## src/rtl/accel_pkg.sv

```systemverilog
// Shared constants and helpers for the accelerator datapath blocks.
// Used for elaboration-time sizing and parameter range checks.
package accel_pkg;

    localparam int MAX_DELAY_STAGES = 64;

    function automatic int clog2(input int value);
        int r;
        r = 0;
        while ((1 << r) < value) r++;
        return r;
    endfunction

endpackage

```

## src/rtl/elastic_stage.sv

```systemverilog
// One elastic pipeline slot: a valid bit plus its payload register.
// Payload only loads when a valid entry arrives, so bubbles keep stale data.
module elastic_stage #(
    parameter int DATA_WIDTH = 2
) (
    input  logic                  CLK,
    input  logic                  RESET,
    input  logic                  adv,
    input  logic                  in_valid,
    input  logic [DATA_WIDTH-1:0] din,
    output logic                  valid,
    output logic [DATA_WIDTH-1:0] dout
);

    always_ff @(posedge CLK or negedge RESET) begin
        if (!RESET) begin
            valid <= 1'b0;
            dout  <= '0;
        end else if (adv) begin
            valid <= in_valid;
            if (in_valid) dout <= din;
        end
    end

endmodule

```

## src/rtl/elastic_delay_line.sv

```systemverilog
// Elastic N-stage delay line with valid/ready backpressure and bubble collapse.
// NUM_STAGES=0 degenerates to a combinational pass-through.
module elastic_delay_line
    import accel_pkg::*;
#(
    parameter int NUM_STAGES = 2,
    parameter int DATA_WIDTH = 2,
    localparam int CNT_W = (NUM_STAGES == 0) ? 1 : clog2(NUM_STAGES + 1)
) (
    input  logic                  CLK,
    input  logic                  RESET,
    input  logic                  FLUSH,
    input  logic                  IN_VALID,
    output logic                  IN_READY,
    input  logic [DATA_WIDTH-1:0] DIN,
    output logic                  OUT_VALID,
    input  logic                  OUT_READY,
    output logic [DATA_WIDTH-1:0] DOUT,
    output logic [CNT_W-1:0]      OCCUPANCY,
    output logic                  FULL
);

    if (NUM_STAGES > MAX_DELAY_STAGES) begin : g_range_chk
        $fatal(1, "elastic_delay_line: NUM_STAGES exceeds MAX_DELAY_STAGES");
    end

    if (NUM_STAGES == 0) begin : g_bypass
        assign DOUT      = DIN;
        assign OUT_VALID = IN_VALID & ~FLUSH;
        assign IN_READY  = OUT_READY & ~FLUSH;
        assign OCCUPANCY = '0;
        assign FULL      = 1'b1;
    end else begin : g_pipe
        localparam int N = NUM_STAGES;

        logic [N-1:0]          v;
        logic [N-1:0]          adv;
        logic [N-1:0]          st_adv;
        logic [N-1:0]          st_in;
        logic [DATA_WIDTH-1:0] d      [N];
        logic [DATA_WIDTH-1:0] st_din [N];
        logic                  in_xfer;
        logic                  out_xfer;
        logic [CNT_W-1:0]      occ;

        assign IN_READY  = adv[0] & ~FLUSH;
        assign OUT_VALID = v[N-1] & ~FLUSH;
        assign DOUT      = d[N-1];
        assign in_xfer   = IN_VALID & IN_READY;
        assign out_xfer  = OUT_VALID & OUT_READY;

        for (genvar k = 0; k < N; k++) begin : g_stage
            // A stage may move if any slot at or after it is empty.
            assign adv[k]    = OUT_READY | ~&v[N-1:k];
            // Flush forces every slot to sample an invalid entry.
            assign st_adv[k] = adv[k] | FLUSH;

            if (k == 0) begin : g_head
                assign st_in[k]  = in_xfer;
                assign st_din[k] = DIN;
            end else begin : g_body
                assign st_in[k]  = v[k-1] & ~FLUSH;
                assign st_din[k] = d[k-1];
            end

            elastic_stage #(
                .DATA_WIDTH(DATA_WIDTH)
            ) u_stage (
                .CLK     (CLK),
                .RESET   (RESET),
                .adv     (st_adv[k]),
                .in_valid(st_in[k]),
                .din     (st_din[k]),
                .valid   (v[k]),
                .dout    (d[k])
            );
        end

        always_ff @(posedge CLK or negedge RESET) begin
            if (!RESET) begin
                occ <= '0;
            end else if (FLUSH) begin
                occ <= '0;
            end else if (in_xfer & ~out_xfer) begin
                occ <= occ + CNT_W'(1);
            end else if (out_xfer & ~in_xfer) begin
                occ <= occ - CNT_W'(1);
            end
        end

        assign OCCUPANCY = occ;
        assign FULL      = (occ == CNT_W'(N));
    end

endmodule
```

## config.mk

```make
export PLATFORM = sky130hd
export DESIGN_NAME = elastic_delay_line
export DESIGN_NICKNAME = d
export VERILOG_FILES = /design/src/rtl/accel_pkg.sv /design/src/rtl/elastic_stage.sv /design/src/rtl/elastic_delay_line.sv
export SDC_FILE = /design/constraint.sdc
export NUM_CORES = 1
export LEC_CHECK = 0
export CAP_MARGIN = 20
export CORE_AREA = 2 2 39 41
export CTS_CLUSTER_DIAMETER = 100
export DETAILED_ROUTE_END_ITERATION = 8
export DIE_AREA = 0 0 41 43
export HOLD_SLACK_MARGIN = 0.06
export SLEW_MARGIN = 40
export SYNTH_ARGS = -nofsm -noshare
export SYNTH_HDL_FRONTEND = slang
export SYNTH_SLANG_ARGS = --single-unit
```

## constraint.sdc

```tcl
create_clock -name CLK -period 2 [get_ports CLK]
set_clock_uncertainty 0.1 [all_clocks]
set_input_delay 0.5 -clock CLK [delete_from_list [all_inputs] [get_ports CLK]]
set_output_delay 0.5 -clock CLK [all_outputs]
set_load 0.02 [all_outputs]
```

* Word level (Yosys, flattened, before mapping)
Index checks and enable logic that the tools add are counted.
** Storage, ports and cells
- Word-level logic and storage cells :: 31
- Register bits :: 8
** Cells by class
- Eq/ne operators :: 1
- $add $sub $neg :: 2
- Reduce and logical (&&, ||, !) cells :: 6
- Bitwise logic cells :: 14
- Muxes and demuxes :: 3
** Operator list (count)
- $and 1x1->1 :: 7
- $mux 2 :: 3
- $reduce_and 2->1 :: 3
- $or 1x1->1 :: 4
- $not 1->1 :: 3
- $reduce_bool 3->1 :: 1
- $add 2x1->2 const B :: 1
- $eq 2x2->1 const B :: 1
- $logic_not 1->1 :: 2
- $sub 2x1->2 const B :: 1

* Longest topological paths before layout
Gate-level depths: netlist (run 1).
- Depth in word-level cells :: 10
- Gate-level depth with buffers :: 4
- Gate-level depth less buffers :: 3

* Modules after synthesis
A second synthesis (run 1) with hierarchy kept.
** Unflattened totals
- Cells, all modules :: 37
- Area total of the unflattened synthesis :: 414.1 µm²
** Modules (own cells, without submodules)
- elastic_stage :: seq. area each 75.1 µm², times used 2, area an instance 120.1 µm², cells each 8
- elastic_delay_line :: seq. area each 50.0 µm², times used 1, area an instance 173.9 µm², cells each 21

* Worst setup path after synthesis (run 1)
Ideal clock, no wire load.
- Path type :: input-to-reg
- From :: in FLUSH
- To :: reg g_pipe.occ[0], in the netlist OCCUPANCY[0]
- Library setup time :: 77 ps
- Arrival :: 1407 ps
- Data required time :: 1823 ps
- Cell stages on the path :: 4
- Path slack :: 416 ps
- Path through :: buf_2 -> nand2b_4 -> or4_1 -> a21oi_1
** Between the ends
- Cells in the longest elaborated chain, start to end :: 7
- Elaborated cells on any way between the ends :: 12
- Classes of those cells :: mux: 2; bitwise: 9; reduce/logical: 1
** RTL lines
- start, declared :: line elastic_delay_line.sv:12 : input logic FLUSH,
- $not 1->1 :: line elastic_delay_line.sv:46, elastic_delay_line.sv:47
- $and 1x1->1 :: line elastic_delay_line.sv:47 : assign OUT_VALID = v[N-1] & ~FLUSH;
- $and 1x1->1 :: line elastic_delay_line.sv:50 : assign out_xfer = OUT_VALID & OUT_READY;
- $not 1->1 :: line elastic_delay_line.sv:84 : end else if (in_xfer & ~out_xfer) begin
- $and 1x1->1 :: line elastic_delay_line.sv:84
- $mux 2 :: line elastic_delay_line.sv:84
- $mux 2 :: line elastic_delay_line.sv:82 : end else if (FLUSH) begin
- end signal, assigned :: line elastic_delay_line.sv:85 : occ <= occ + CNT_W'(1);
- end signal, assigned :: line elastic_delay_line.sv:87 : occ <= occ - CNT_W'(1);
- end, declared :: line elastic_delay_line.sv:44 : logic [CNT_W-1:0] occ;
Parallel ways exist; a longest one is shown, timed or not.
A chain may end at the register's enable or synchronous reset.

* Worst setup path after layout (run 1)
- From :: reg g_pipe.occ[0], in the netlist OCCUPANCY[0]
- To :: out OCCUPANCY[0]
** RTL lines
- end, declared :: line elastic_delay_line.sv:19 : output logic [CNT_W-1:0] OCCUPANCY,
No word-level cell between the ends.

==> results of run 1 <==
## cells in the mapped netlist
library cell / n / area [µm²]
a21boi_0: 1 / 7.51
a21oi_1: 2 / 10.0
a22oi_1: 1 / 7.51
and3b_1: 2 / 17.5
and3b_4: 1 / 12.5
buf_2: 1 / 5.00
buf_4: 2 / 15.0
dfrtp_1: 8 / 200
inv_1: 1 / 3.75
mux2_1: 2 / 22.5
mux2_2: 3 / 33.8
nand2b_1: 1 / 6.26
nand2b_4: 1 / 13.8
nand3b_1: 1 / 7.51
nor2_1: 4 / 15.0
nor2b_1: 3 / 18.8
o21ai_0: 1 / 5.00
o22ai_1: 1 / 6.26
or2_1: 1 / 6.26
or4_1: 1 / 7.51
## final timing paths
check,from,to,slack (ns),depth (start not counted)
worst min-delay path,g_pipe.g_stage[0].u_stage.dout[1],g_pipe.g_stage[0].u_stage.dout[1],0.39,1
min in group asynchronous,RESET,g_pipe.g_stage[0].u_stage.valid,0.43,1
worst min register to register,g_pipe.g_stage[0].u_stage.dout[1],g_pipe.g_stage[0].u_stage.dout[1],0.39,1
max in group asynchronous,RESET,g_pipe.g_stage[0].u_stage.dout[1],1.11,1
worst max-delay path,OCCUPANCY[0],OCCUPANCY[0],0.14,1
worst max register to register,g_pipe.g_stage[1].u_stage.valid,OCCUPANCY[0],0.38,4
## logic make-up after synthesis
kind of cell / count (synthesis) / share of synthesized area
AOI/OAI and AO/OA: 6 / 0.0861
buffers and inverters: 4 / 0.0563
DFF: 8 / 0.475
muxes: 5 / 0.134
and+or+nand+nor: 15 / 0.249
## layer usage
| layer | vias to the layer above | share of wire |
|---|---|---|
| met5 | - | 0 |
| met4 | 0 | 0 |
| met3 | 0 | 0.058 |
| met2 | 7 | 0.46 |
| met1 | 154 | 0.48 |
| li1 | 162 | - |
## worst register-to-register path, stage by stage, from the launching register on
cell and delay (ns):
dfrtp_1 0.43, and3b_4 0.21, buf_4 0.14, or4_1 0.52
a21oi_1 0.16
## registers in the layout, indices dropped and copies added (netlist names)
signal and count:
g_pipe.g_stage.u_stage.valid 2, OCCUPANCY 2, g_pipe.g_stage.u_stage.dout 4
## cell type report
cell class,instances,area share
Timing Repair Buffer,16,0.248
Multi-Input combinational cell,26,0.335
Inverter,1,0.00636
Tap cell,16,0.0339
Sequential cell,8,0.339
Clock buffer,3,0.0381
## cells in the final DEF (no fill, tap or decap), types with 2 or more instances in the layout
| master | count |
|---|---|
| a21oi_1 | 2 |
| and3b_1 | 2 |
| buf_4 | 4 |
| clkbuf_4 | 3 |
| clkdlybuf4s50_1 | 9 |
| dfrtp_1 | 8 |
| mux2_1 | 2 |
| mux2_2 | 3 |
| nor2_1 | 4 |
| nor2b_1 | 3 |
## through the flow
stage | instances | hold slack (ns)
CTS | 70 | 0.393
finish | 70 | 0.386
global route | 70 | 0.417
detailed placement | 67 | 0.381
global placement | 67 | 0.377
floorplan | 38 | 0.104
## power breakdown
group          total [mW]  switching, mW  internal (mW)
Clock               0.121         0.0527         0.0685
Combinational       0.119         0.0518         0.0674
Sequential          0.200         0.0138          0.186
Total               0.440          0.118          0.322
## timing repair
action	CTS	global route
endpoints found under the setup margin	2	2
resized for setup	7	3
hold buffers	0	0
==> flow_summary.toml, run 1 <==
[drt]
routed_via_density = 4.61
vias = 323
antenna_left = 0
wl_per_cell_um = 10.9
dr.pass1.iters = 3
drt_iter0_drc = 3
drc_errors = 0
wirelength_um = 765

[finish]
final_util = 0.427
nets = 63
final_area_um2 = 591
syn2layout_area_growth_pct = 40.1
diodes = 0
regArea_um2 = 200
layout-drive-gt1-share = 0.241
nFillCells = 150
multi_input_area_um2 = 198

[logic_synthesis]
synth_area_um2 = 422
yosysSeqAreaShare = 0.475
yosysWarnings = 0
syn_avg_cell_area_um2 = 11.1
ys_types = 20
synth_seq_cells = 8
synthCells = 38
synth_nets = 45

[timing]
max_freq_ghz = 0.538
worst_pin_slew_ns = 0.366
setup_tns_ns = 0
maxSlewHeadroom = 0.755
finalHoldViolCount = 0
finalCritPeriodShare = 0.929
layout_min_cycle_time_ns = 1.86
setup-violations-final = 0
finalWorstSetupSlack_ns = 0.142
rsz0062_at_grt = "false"
slew_violations = 0

[global_route]
grt_overflow = 0
grt_busiest_layer = "met2"
grtUsageMet2 = 0.153
grt_pass1_wl_um = 1320
grt_max_degree = 9
use_met3 = 0.0785
grt.total_usage = 0.111
grt_pass1_vias = 315
use_met1 = 0.151
antenna_found_initial = 0

[setup_path]
cp-end-kind = "output pin"
cp-start-kind = "flip-flop"
crit_path_top_delay_cell = "clkdlybuf4s50_1"
slowest_delay_ns = 0.63
crit_type = "flip-flop to output pin"
arrival_ns = 1.26
path_delay_family = "buffers and inverters"
crit_chain = "clkdlybuf4s50_1"
required_ns = 1.40
cp.buffers_inverters = 1
critPathMaxFanout = 5

[place]
pre_cts_ws_ns = -0.457
gp_congestion = 0.773
placed_area_um2 = 574
portBuffers = 13
hpwlAfterDp_um = 611

[power]
ir_drop_v = 0.000390
p_leak_nw = 0.280
fin_total_pwr_uw = 440
power_density_nw_per_um2 = 745

[floorplan]
coreArea_um2 = 1380
dieArea_um2 = 1760
start_util = 0.305
dieHeight_um = 43
ios = 14
num_rows = 14
die_x_um = 41

[clock_network]
htree_levels = 1
cts_tree = "done"
cts_buffers = 3
clockBufferDepth = 2
postCtsSetupBuffers = 0
clkLatencyLatePin_ns = 0.25
clk_pin_slew_ns = 0.05
cts-root-buf = "clkbuf_4"
clock_sinks = 8

[worst_hold_path]
hold_class = "flip-flop to flip-flop"

[run]
maxCapViolCount = 0

[outcome]
status = "finished clean"
Note: power is estimated with default switching activity, not from simulation.
==> run 2: changes to the inputs <==
Settings changed: CTS_CLUSTER_SIZE set to 24.
==> results of run 2 <==
No change in the layout: final DEF, timing and power equal those of run 1.
